## src/rtl/poly_inverse_search_if.sv

```systemverilog
// Operand/result bundle for the quadratic inverse search.
// Combinational wiring only; no latency.
// No backpressure: go is a level-sensitive press/release handshake.
interface poly_inverse_search_if #(
  parameter int WIDTH = 8
);
  logic             go;
  logic [WIDTH-1:0] data_in;
  logic [WIDTH-1:0] x_result;
  logic             found;
  logic             done;
  logic             busy;

  // Board/driver side: presses go, presents operands, watches results
  modport master (
    output go,
    output data_in,
    input  x_result,
    input  found,
    input  done,
    input  busy
  );

  // Search engine side
  modport slave (
    input  go,
    input  data_in,
    output x_result,
    output found,
    output done,
    output busy
  );
endinterface

```

## src/rtl/poly_inverse_search.sv

```systemverilog
// Finds the smallest x with C*x*x + B*x + A == Y (mod 2^WIDTH) using one shared add/multiply ALU.
// Latency: 4 cycles per candidate; a match at x=k shows done 4*(k+1) cycles after the first EVAL0.
// No backpressure: operands are confirmed by go press/release; go and data_in are ignored while searching.
module poly_inverse_search #(
  parameter int WIDTH = 8
) (
  input  logic                 clk,
  input  logic                 resetn,
  poly_inverse_search_if.slave bus
);

  localparam logic [3:0] LOAD_A      = 4'd0;
  localparam logic [3:0] LOAD_A_WAIT = 4'd1;
  localparam logic [3:0] LOAD_B      = 4'd2;
  localparam logic [3:0] LOAD_B_WAIT = 4'd3;
  localparam logic [3:0] LOAD_C      = 4'd4;
  localparam logic [3:0] LOAD_C_WAIT = 4'd5;
  localparam logic [3:0] LOAD_Y      = 4'd6;
  localparam logic [3:0] LOAD_Y_WAIT = 4'd7;
  localparam logic [3:0] EVAL0       = 4'd8;
  localparam logic [3:0] EVAL1       = 4'd9;
  localparam logic [3:0] EVAL2       = 4'd10;
  localparam logic [3:0] EVAL3       = 4'd11;
  localparam logic [3:0] DONE        = 4'd12;
  localparam logic [3:0] DONE_WAIT   = 4'd13;

  logic [3:0]       state;
  logic [WIDTH-1:0] a;
  logic [WIDTH-1:0] b;
  logic [WIDTH-1:0] c;
  logic [WIDTH-1:0] y;
  logic [WIDTH-1:0] x;
  logic [WIDTH-1:0] acc;
  logic [WIDTH-1:0] x_result_r;
  logic             found_r;
  logic             done_r;
  logic [WIDTH-1:0] poly_val;

  // Final Horner step: (c*x + b)*x already sits in acc, so adding a completes the polynomial.
  // The sum is kept WIDTH bits wide so the comparison is modulo 2^WIDTH.
  assign poly_val = acc + a;

  assign bus.x_result = x_result_r;
  assign bus.found    = found_r;
  assign bus.done     = done_r;
  assign bus.busy     = (state == EVAL0) || (state == EVAL1) ||
                        (state == EVAL2) || (state == EVAL3);

  // Operand loading, Horner evaluation of each candidate, and result handshake
  always_ff @(posedge clk) begin
    if (!resetn) begin
      state      <= LOAD_A;
      a          <= '0;
      b          <= '0;
      c          <= '0;
      y          <= '0;
      x          <= '0;
      acc        <= '0;
      x_result_r <= '0;
      found_r    <= 1'b0;
      done_r     <= 1'b0;
    end else begin
      case (state)
        // Each LOAD state tracks data_in every clock, so the value held is the
        // one present on the edge where go is first seen high.
        LOAD_A: begin
          a <= bus.data_in;
          if (bus.go) state <= LOAD_A_WAIT;
        end
        LOAD_A_WAIT: if (!bus.go) state <= LOAD_B;
        LOAD_B: begin
          b <= bus.data_in;
          if (bus.go) state <= LOAD_B_WAIT;
        end
        LOAD_B_WAIT: if (!bus.go) state <= LOAD_C;
        LOAD_C: begin
          c <= bus.data_in;
          if (bus.go) state <= LOAD_C_WAIT;
        end
        LOAD_C_WAIT: if (!bus.go) state <= LOAD_Y;
        LOAD_Y: begin
          y <= bus.data_in;
          if (bus.go) state <= LOAD_Y_WAIT;
        end
        LOAD_Y_WAIT: begin
          if (!bus.go) begin
            x     <= '0;
            state <= EVAL0;
          end
        end
        EVAL0: begin
          acc   <= c * x;
          state <= EVAL1;
        end
        EVAL1: begin
          acc   <= acc + b;
          state <= EVAL2;
        end
        EVAL2: begin
          acc   <= acc * x;
          state <= EVAL3;
        end
        EVAL3: begin
          if (poly_val == y) begin
            x_result_r <= x;
            found_r    <= 1'b1;
            done_r     <= 1'b1;
            state      <= DONE;
          end else if (x == '1) begin
            // Whole candidate space exhausted without a hit
            x_result_r <= '0;
            found_r    <= 1'b0;
            done_r     <= 1'b1;
            state      <= DONE;
          end else begin
            x     <= x + WIDTH'(1);
            state <= EVAL0;
          end
        end
        // Result acknowledged: flags drop, x_result stays until the next search completes
        DONE: begin
          if (bus.go) begin
            done_r  <= 1'b0;
            found_r <= 1'b0;
            state   <= DONE_WAIT;
          end
        end
        DONE_WAIT: if (!bus.go) state <= LOAD_A;
        default: state <= LOAD_A;
      endcase
    end
  end

endmodule
```

## src/flat_wrapper.sv

```systemverilog
// flat-port wrapper written by rule: the top's interface ports become plain ports
module poly_inverse_search_flat 
#(
  parameter int WIDTH = 8
)
  (clk, resetn, bus_go, bus_data_in, bus_x_result, bus_found, bus_done, bus_busy);
  poly_inverse_search_if #(.WIDTH(WIDTH)) bus_i ();
  input  logic clk;
  input  logic resetn;
  input wire logic [$bits(bus_i.go)-1:0] bus_go;
  input wire logic [$bits(bus_i.data_in)-1:0] bus_data_in;
  output wire logic [$bits(bus_i.x_result)-1:0] bus_x_result;
  output wire logic [$bits(bus_i.found)-1:0] bus_found;
  output wire logic [$bits(bus_i.done)-1:0] bus_done;
  output wire logic [$bits(bus_i.busy)-1:0] bus_busy;
  assign bus_i.go = bus_go;
  assign bus_i.data_in = bus_data_in;
  assign bus_x_result = bus_i.x_result;
  assign bus_found = bus_i.found;
  assign bus_done = bus_i.done;
  assign bus_busy = bus_i.busy;
  poly_inverse_search #(.WIDTH(WIDTH)) u_core (.clk(clk), .resetn(resetn), .bus(bus_i));
endmodule
```

## config.mk

```make
export PLATFORM = sky130hd
export DESIGN_NAME = poly_inverse_search_flat
export DESIGN_NICKNAME = d
export VERILOG_FILES = /design/src/rtl/poly_inverse_search_if.sv /design/src/rtl/poly_inverse_search.sv /design/src/flat_wrapper.sv
export SDC_FILE = /design/constraint.sdc
export NUM_CORES = 1
export LEC_CHECK = 0
export ABC_AREA = 1
export BUFFER_PORTS_ARGS = -buffer_cell sky130_fd_sc_hd__buf_4
export CAP_MARGIN = 40
export CORE_ASPECT_RATIO = 2
export CORE_MARGIN = 2
export CORE_UTILIZATION = 45
export DETAILED_ROUTE_END_ITERATION = 8
export HOLD_SLACK_MARGIN = 0.03
export SLEW_MARGIN = 20
export SYNTH_ARGS = -nofsm -noshare
export SYNTH_HDL_FRONTEND = slang
export SYNTH_SLANG_ARGS = --single-unit
```

## constraint.sdc

```tcl
create_clock -name clk -period 3.9 [get_ports clk]
set_input_delay 0 -clock clk [delete_from_list [all_inputs] [get_ports clk]]
set_output_delay 0 -clock clk [all_outputs]
set_load 0.05 [all_outputs]
```

== Word-level counts from Yosys, hierarchy flattened ==
Index checks and enable logic that the tools add are counted.
Widths: inputs -> output; s select.
Operators by class
  muxes and demuxes: 27
  equal/unequal tests: 28
  add/sub/neg operators: 3
  reduce and logical (&&, ||, !) cells: 12
  multipliers: 2
Operators by type and width (count)
  $pmux 4 s14: 1
  $mux 4: 11
  $mux 8: 5
  $eq 4x4->1 const B: 6
  $ne 2x2->1 const B: 12
  $pmux 8 s3: 1
  $add 8x8->8: 2
  $eq 4x3->1 const B: 4
  $mul 8x8->8: 2
  $pmux 8 s2: 1
  $reduce_and 10->1: 1
  $add 8x1->8 const B: 1
  $eq 4x2->1 const B: 2
  $eq 8x8->1: 1
  $eq 8x8->1 const B: 1
  $reduce_bool 2->1: 3
  $mux 1: 5
  $eq 4x1->1 const B: 1
  $logic_not 4->1: 1
  $pmux 1 s2: 2
  $reduce_and 4->1: 1
  $logic_or 1x1->1: 3
  $mux 3: 1
  $ne 3x3->1 const B: 1
  other kinds (3): 3
Word-level totals
  flip-flop bits (word level): 62
  input bits: 11

== Depth between registers and ports, before layout ==
Gate-level depths: netlist of the first run.
  depth after elaboration: 4
  depth in mapped cells: 23
  gate-level depth less buffers: 21

== Worst setup path after synthesis of the first run ==
No wires, ideal clock.
  kind: register to register
  start: register u_core.acc[1]
  end: register u_core.acc[7]
  buffers on the path: 1
  slack: -0.148 ns
  stages on the path, launching flop included: 23
  clock period less this slack: 4.048 ns
  arrival: 3.940 ns
  required time: 3.791 ns
  cells stage by stage: dfxtp_1 clkbuf_1 nand2_1 fa_1 fa_1 inv_1 fa_1 inv_1 fa_1 inv_1 ha_1 nand2_1 nand2_1 a31oi_1 inv_1 nand2_1 nand2_1 nand2_1 nand2_1 nand2_1 nand4_1 nand2_1 inv_1
Between the ends
  longest elaborated chain between the ends: 2
  elaborated cells between the ends (all ways): 3
  classes of those cells: add/sub: 1; mul: 1; mux: 1
RTL lines
  start, declared: line poly_inverse_search.sv:33  | logic [WIDTH-1:0] acc;
  start signal, assigned: line poly_inverse_search.sv:92  | acc <= c * x;
  start signal, assigned: line poly_inverse_search.sv:96  | acc <= acc + b;
  start signal, assigned: line poly_inverse_search.sv:100  | acc <= acc * x;
  $mul 8x8->8 / $add 8x8->8 (equally long branches): line poly_inverse_search.sv:100, poly_inverse_search.sv:96
  $pmux 8 s3 (*): line poly_inverse_search.sv:63  | case (state)
Every way passes the cells marked *; elsewhere a longest branch is shown, timed or not.
A chain may end at the register's enable or synchronous reset.

== Worst setup path after layout of the first run ==
  start: register u_core.c[1]
  end: register u_core.acc[7]
Between the ends
  longest elaborated chain between the ends: 2
RTL lines
  start, declared: line poly_inverse_search.sv:30  | logic [WIDTH-1:0] c;
  start signal, assigned: line poly_inverse_search.sv:77  | c <= bus.data_in;
  $mul 8x8->8: line poly_inverse_search.sv:92
  $pmux 8 s3: line poly_inverse_search.sv:63
No other way between the ends.

==> results of run 1 <==
synth_stat cells:
cell,n,area share [%]
nand2_1,184,13
inv_1,135,9.4
nor2_1,86,6.0
dfxtp_1,62,23
o21ai_0,48,4.4
ha_1,47,11
a21oi_1,30,2.8
fa_1,26,9.6
nand3_1,25,2.3
nand4_1,19,2.2
xnor2_1,16,2.6
xor2_1,16,2.6
clkbuf_1,13,0.90
a31oi_1,8,0.93
buf_2,6,0.56
inv_2,6,0.42
or2_2,5,0.58
nand2_2,4,0.46
nand3b_1,4,0.56
nor2_4,4,0.83
o21ai_1,4,0.37
a211oi_1,3,0.42
a21o_1,3,0.42
buf_1,3,0.21
nand3_2,3,0.56
a21oi_2,2,0.32
a41oi_1,2,0.32
buf_6,2,0.42
clkinv_1,2,0.14
nand4_2,2,0.46
nor3_1,2,0.19
o31ai_1,2,0.28
a21oi_4,1,0.30
a22oi_1,1,0.14
a32o_1,1,0.19
buf_4,1,0.14
clkinv_2,1,0.093
nand4_4,1,0.39
nor2_2,1,0.12
o2111ai_1,1,0.16
o211ai_1,1,0.14
xor3_1,1,0.44
power by group through the flow:
stage	Combinational, mW	Sequential, mW	Clock, mW
floorplan	0.155	0.691	0
finish	0.218	0.685	0.806
detailed placement	0.211	0.698	0
CTS	0.219	0.684	0.812
global placement	0.207	0.697	0
global route	0.250	0.686	0.835
area by class of cell:
class	count	area [um^2]	area share, %
clock inverters	6	61.3	0.959
clock buffers	10	239	3.74
well taps	145	181	2.84
multi-input cells	553	3610	56.5
repair buffers	62	500	7.83
inverters	144	542	8.47
flip-flops and latches	62	1260	19.7
cells in the final DEF (no fill, tap or decap), types with 23 or more instances in the layout:
cell type / synthesis / routed
o21ai_0: 48 / 48
nor2_1: 86 / 86
buf_4: 1 / 50
dfxtp_1: 62 / 52
fa_1: 26 / 23
inv_1: 135 / 132
a21oi_1: 30 / 28
nand2_1: 184 / 182
nand3_1: 25 / 24
ha_1: 47 / 41
registers in the layout, indices dropped and copies added, names as in the netlist:
name                 flops
u_core.a                 8
u_core.acc               8
u_core.b                 8
u_core.bus.done          1
u_core.bus.found         1
u_core.bus.x_result      8
u_core.c                 8
u_core.state             4
u_core.x                 8
u_core.y                 8
critical path, stage by stage (launching register included):
cell,delay (ns)
dfxtp_2,0.36
nand2_2,0.07
fa_2,0.39
fa_1,0.54
inv_1,0.06
fa_1,0.55
fa_1,0.45
ha_4,0.24
a21oi_1,0.14
nand2_1,0.07
xor2_1,0.15
xnor2_1,0.19
nand3_1,0.11
nand3_2,0.10
nand4_1,0.09
nand2_1,0.08
inv_1,0.04
logic make-up (layout without fill, tap and decap cells):
family | after synthesis | count (layout)
AOI/OAI and AO/OA | 107 | 107
and+or+nand+nor | 340 | 340
DFF | 62 | 62
buffers and inverters | 169 | 222
xor gates and xnor gates | 33 | 33
adders and majority gates | 73 | 73
per-layer routing:
metal	up-vias	GRT usage [%]	part of all wire (%)
met5	-	0	0
met2	72	48.5	58
met4	0	10.9	4.3
li1	2559	-	-
met1	2384	26.3	36
met3	37	2.78	1.7
worst paths after layout:
path | from | end | slack, ns | depth (start not counted)
worst min-delay path | resetn | u_core.c[2]$_SDFFE_PN0P_ | 0.12 | 3
worst min register to register | u_core.a[7]$_SDFFE_PN0P_ | u_core.a[7]$_SDFFE_PN0P_ | 0.47 | 2
worst max-delay path | u_core.c[1]$_SDFFE_PN0P_ | u_core.acc[7]$_SDFFE_PN0P_ | 0.17 | 16
worst max register to register | u_core.c[1]$_SDFFE_PN0P_ | u_core.acc[7]$_SDFFE_PN0P_ | 0.17 | 16
what timing repair did:
action | 4_1_cts | 5_1_grt
hold buffers | 8 | 0
gates cloned | 0 | 0
resized for setup | 9 | 26
endpoints found under the hold margin | 31 | 0
endpoints found under the setup margin | 2 | 2
pin swaps | 3 | 15
==> parameters.txt, run 1 <==
Parameter                              Value

Status
  Status ... finished clean

Clock tree
  Post-CTS Setup Bufs ... 0
  Sink count of the clock tree ... 62
  Number of clock buffers inserted by TritonCTS ... 9
  Number of H-tree levels ... 3
  Cell chosen for the clock root ... clkbuf_16
  Later-pin clock latency in the skew report ... 0.34 ns
  Number of buffers between clock root and the deepest sink ... 2
  Clock tree from TritonCTS ... yes
  Clock-pin slew on the worst setup and hold paths ... around 0.060 ns

Drt
  First-iteration detailed-routing DRC count ... ~240
  First-pass detailed-route iteration total ... 4
  Routed len/inst ... about 15 um
  Drt total wl ... between 15 and 20 mm
  Post-route DRC violation count ... 0
  Total vias in the final route ... between 5000 and 6000
  Count of nets left with antenna violations after detail routing ... 0
  Detail-routed via count per cell ... a little over 5

Global routing
  Initial antenna violation count ... 0
  Maximum number of pins on one net before global-route repair ... between 40 and 50
  First-pass GRT wire length ... between 20 and 30 mm
  Total grt overflow ... 0
  Via count of the first global-routing pass ... between 5000 and 6000
  Global-route usage over all layers ... between 20% and 30%

Timing
  Hold_ws ... 0.118 ns
  Setup TNS ... 0 ns
  Final Skew ... around 0.011 ns
  Measured slew at the worst slew-check pin ... between 0.6 and 0.7 ns
  Final Worst Setup Slack ... between 0.15 and 0.2 ns
  Setup repair after global routing missed its margin ... no
  Final setup viols ... 0
  Final number of hold-violating endpoints ... 0
  Clock period minus final worst setup slack ... roughly 3.7 ns
  Fmax ... ~270 MHz
  Final-report max-slew violation count ... 0
  Fin crit share ... a little over nine tenths
  Slew margin rel. ... around 57%

Synth
  Main combinational cell family by area after synthesis ... simple AND/OR/NAND/NOR gates
  Synth Register Bits ... 62
  Syn Nets ... 868
  Synthesized-area fraction occupied by ao, oa, aoi and oai cells ... ~11%
  Simple logic cell fraction of the synthesized area ... 27.4%
  Area of the mapped netlist ... ~5400 um^2
  Synthesized-area fraction occupied by adder cells ... between 20% and 30%
  Multiplexer area fraction after synthesis ... 0%
  Synthesized-area fraction occupied by xor and xnor cells ... 5.63%
  Count of mapped cells out of synthesis ... roughly 800
  Avg Cell Area, Syn ... around 7 um^2
  YS warnings ... 0
  Portion of the post-synthesis area used by sequential elements ... 23.0%
  Count of distinct cell types in the synthesized netlist ... between 40 and 50

Setup path
  Startpoint-to-endpoint class of the critical path ... flip-flop to flip-flop
  Endpoint arrival time on the critical path ... 3.96 ns
  Critical Path Fanout Max ... 3
  Data required time of the worst path ... 4.13 ns
  Worst setup EP type ... flip-flop
  Startpoint kind of the worst setup timing path ... flip-flop

Place
  Worst setup slack after placement ... -0.0729 ns
  Number of buffers added on ports ... 21
  Post-Place Cell Area ... 5870 um^2
  Number of cells after detailed placement ... ~960
  Estimated wirelength of the detail-placed design ... about 12 mm
  Last weighted congestion value of the routability-driven placer ... slightly above 0.9

Pwr
  Cell internal power dissipation ... 1.25 mW
  Share of power burned in registers ... about 40%
  Leakage power ... 3.32 nW
  Sw Pwr ... roughly 0.46 mW
  Power per cell area ... roughly 270 nW/um^2
  Maximum ir drop on the vdd rail ... 0.235 mV
  Power share of the combinational group ... roughly an eighth
  Clock power share ... a little under half
  Total power draw ... approximately 1.7 mW
  Switching portion of total power ... a little over a quarter

Final layout
  Post-layout util ... 54.6%
  Final Cell Area ... about 6400 um^2
  Number of antenna diodes ... 0
  Fraction of layout instances using a drive strength above 1 ... between 10% and 20%
  Finished Layout Cells ... 982
  Synthesis-to-layout area growth ... 18.3%
  Final layout net count ... between 900 and 1000
  Final-layout fill cell count ... roughly 1200

Die
  Die area ... 13000 um^2
  Number of rows created at floorplan ... 56
  Horizontal die dimension ... 81.5 um
  Vertical extent of the die ... approximately 160 um
  CORE AREA ... around 12000 um^2
  Starting density of the core ... approximately 46%
  Num ports ... 22

Job
  Count of max-cap constraint violations ... 0

Hold path
  Worst min-delay path class ... input pin to flip-flop
(Power assumes the default switching activity.)
==> inputs of run 2 (changes only) <==
--- a/config.mk
+++ b/config.mk
@@ -10,7 +10,8 @@
 export CAP_MARGIN = 40
 export CORE_ASPECT_RATIO = 2
 export CORE_MARGIN = 2
-export CORE_UTILIZATION = 45
+export CORE_UTILIZATION = 40
+export CTS_BUF_LIST = sky130_fd_sc_hd__clkbuf_16
 export DETAILED_ROUTE_END_ITERATION = 8
 export HOLD_SLACK_MARGIN = 0.03
 export SLEW_MARGIN = 20
==> run 2 against run 1 <==
- cell count grew 1.8%
- clock skew shrank 0.0049 ns
- die area grew 12%
- largest cell class unchanged
- non-clock buffer count up 8
- cell area rose by 1.9%
- worst setup slack worse by 0.045 ns
- clock-buffer cell count down 1
- combinational power hardly changed
- global-route usage down 3.0 points
- critical endpoint unchanged
==> parameters.txt, run 2 (synthesis gave the netlist of run 1 again) <==
Parameter                              Value

Status
  Status ... finished clean

Place
  Last weighted congestion value of the routability-driven placer ... ~0.87
  Number of buffers added on ports ... 21
  Estimated wirelength of the detail-placed design ... around 12 mm
  Worst setup slack after placement ... -0.0523 ns

Clock tree
  Number of buffers between clock root and the deepest sink ... 2
  Later-pin clock latency in the skew report ... 0.34 ns
  Sink count of the clock tree ... 62
  Clock-pin slew on the worst setup and hold paths ... about 0.060 ns
  Cell chosen for the clock root ... clkbuf_16
  Number of clock buffers inserted by TritonCTS ... 9
  Clock tree from TritonCTS ... yes
  Number of H-tree levels ... 3

Timing
  Final Worst Setup Slack ... about 0.12 ns
  Final Skew ... between 0.006 and 0.007 ns
  Fin crit share ... 96.8%
  Clock period minus final worst setup slack ... 3.78 ns
  Measured slew at the worst slew-check pin ... between 0.6 and 0.7 ns
  Slew margin rel. ... 59.2%
  Final-report max-slew violation count ... 0
  Setup repair after global routing missed its margin ... yes
  Fmax ... around 260 MHz
  Final number of hold-violating endpoints ... 0
  Final setup viols ... 0

Final layout
  Final-layout fill cell count ... 1392
  Most common cell after layout, fill and taps aside ... nand2_1
  Commonest cells after routing, fill and taps aside ... 179 x nand2_1, 131 x inv_1, 86 x nor2_1
  Fraction of layout instances using a drive strength above 1 ... about 16%
  Post-layout util ... between 40 and 50%
  Number of antenna diodes ... 0
  Synthesis-to-layout area growth ... 20.5%
  Multi-input gate area ... 3590 um^2
  Final layout net count ... a little over 900
  Sequential cell area ... 1260 um^2

Global routing
  Maximum number of pins on one net before global-route repair ... 43
  Initial antenna violation count ... 0
  Total grt overflow ... 0
  First-pass GRT wire length ... 25.0 mm
  Via count of the first global-routing pass ... 5107
  Global-route usage over all layers ... 22.3%

Setup path
  Endpoint arrival time on the critical path ... between 4 and 5 ns
  Worst setup EP type ... flip-flop
  Setup slack of the most critical reg-to-reg path ... ~0.12 ns
  Data required time of the worst path ... 4.13 ns
  Startpoint-to-endpoint class of the critical path ... flip-flop to flip-flop
  Startpoint kind of the worst setup timing path ... flip-flop
  Worst flop-to-flop path endpoint ... u_core.acc[7]$_SDFFE_PN0P_
  Worst setup path startpoint ... u_core.x[2]$_SDFFE_PN0P_
  FF-to-FF Start ... u_core.x[2]$_SDFFE_PN0P_
  Cell count of the worst reg-to-reg path ... 18
  Critical Path Fanout Max ... 4
  Last element of the critical path ... u_core.acc[7]$_SDFFE_PN0P_

Hold path
  Startpoint of the lowest-slack hold path ... resetn
  Worst min-delay path class ... input pin to flip-flop

Die
  Vertical extent of the die ... between 150 and 200 um
  Number of rows created at floorplan ... 60
  Horizontal die dimension ... roughly 86 um
  Num ports ... 22
  CORE AREA ... between 10000 and 15000 um^2
  Die area ... between 10000 and 15000 um^2
  Starting density of the core ... about two fifths

Pwr
  Power per cell area ... between 200 and 300 nW/um^2
  Sw Pwr ... about 0.47 mW
  Maximum ir drop on the vdd rail ... between 0.2 and 0.3 mV
  Leakage power ... roughly 3.4 nW
  Cell internal power dissipation ... 1.29 mW
  Power share of the combinational group ... between 10% and 20%
  Switching portion of total power ... around a quarter
  Share of power burned in registers ... between 30% and 40%
  Clock power share ... between 40% and 50%

Drt
  Count of nets left with antenna violations after detail routing ... 0
  Routed len/inst ... roughly 16 um
  First-iteration detailed-routing DRC count ... 200
  First-pass detailed-route iteration total ... 4
  Detail-routed via count per cell ... between 5 and 6
  Total vias in the final route ... between 5000 and 6000
  Post-route DRC violation count ... 0
  Drt total wl ... roughly 16 mm

Job
  Count of max-cap constraint violations ... 0
[run 2: worst min path at each step]
stage                          endpoint  slack (ns)  depth (start not counted)
2_1_floorplan  u_core.b[7]$_SDFFE_PN0P_        0.13                          2
3_3_place_gp   u_core.y[0]$_SDFFE_PN0P_        0.28                          3
3_5_place_dp   u_core.y[0]$_SDFFE_PN0P_        0.29                          3
4_1_cts        u_core.y[7]$_SDFFE_PN0P_        0.11                          3
5_1_grt        u_core.b[7]$_SDFFE_PN0P_        0.14                          3
6_report       u_core.y[7]$_SDFFE_PN0P_        0.11                          3
[run 2: worst max-delay path: stages (launching register included)]
cell     delay, ns
dfxtp_4       0.35
buf_12        0.11
buf_12        0.10
nand2_4       0.05
fa_2          0.37
fa_1          0.50
inv_2         0.04
fa_1          0.48
fa_1          0.55
ha_4          0.22
a21oi_2       0.11
nand2_1       0.07
xor2_1        0.16
xnor2_1       0.19
nand3_1       0.09
nand3_1       0.09
nand4_1       0.08
nand2_1       0.07
inv_1         0.04
[run 2: per-layer routing]
layer	global-route usage (%)	share of wire (%)	routed length [um]
met3	2.21	2.1	332
met1	22.1	36	5560
met4	12.3	5.3	818
met2	43.4	57	8850
met5	0	0	0
[run 2: final cells by class]
cell class / count / share of cell area (%)
clock buffer: 9 / 3.46
clock inverter: 7 / 1.36
inverter: 144 / 8.32
multi-input combinational: 553 / 55.2
sequential: 62 / 19.3
tap: 155 / 2.98
timing repair buffer: 70 / 9.39
[run 2: through the flow]
step / cells / hold slack (ns) / instance area, um^2 / TNS (ns) / power, mW
2_1_floorplan: 784 / 0.135 / 5420 / 0 / 0.845
3_3_place_gp: 968 / 0.281 / 5910 / -0.0127 / 0.910
3_5_place_dp: 968 / 0.289 / 5910 / -0.0523 / 0.911
4_1_cts: 992 / 0.108 / 6320 / 0 / 1.77
5_1_grt: 1000 / 0.140 / 6510 / -0.0715 / 1.82
6_report: 1000 / 0.111 / 6510 / 0 / 1.76
[run 2: power by group through the flow]
| stage | sequential (mW) | clock [mW] | combinational [mW] |
|---|---|---|---|
| 2_1_floorplan | 0.691 | 0 | 0.155 |
| 3_3_place_gp | 0.698 | 0 | 0.211 |
| 3_5_place_dp | 0.698 | 0 | 0.213 |
| 4_1_cts | 0.685 | 0.862 | 0.220 |
| 5_1_grt | 0.688 | 0.884 | 0.247 |
| 6_report | 0.685 | 0.857 | 0.220 |
[run 2: timing repair]
item | 4_1_cts | 5_1_grt
hold buffers | 8 | 0
setup buffers | 0 | 7
hold endpoints to repair | 29 | 0
gates resized for setup | 6 | 27
setup endpoints to repair | 2 | 2
gates cloned | 0 | 1
pin swaps | 2 | 25
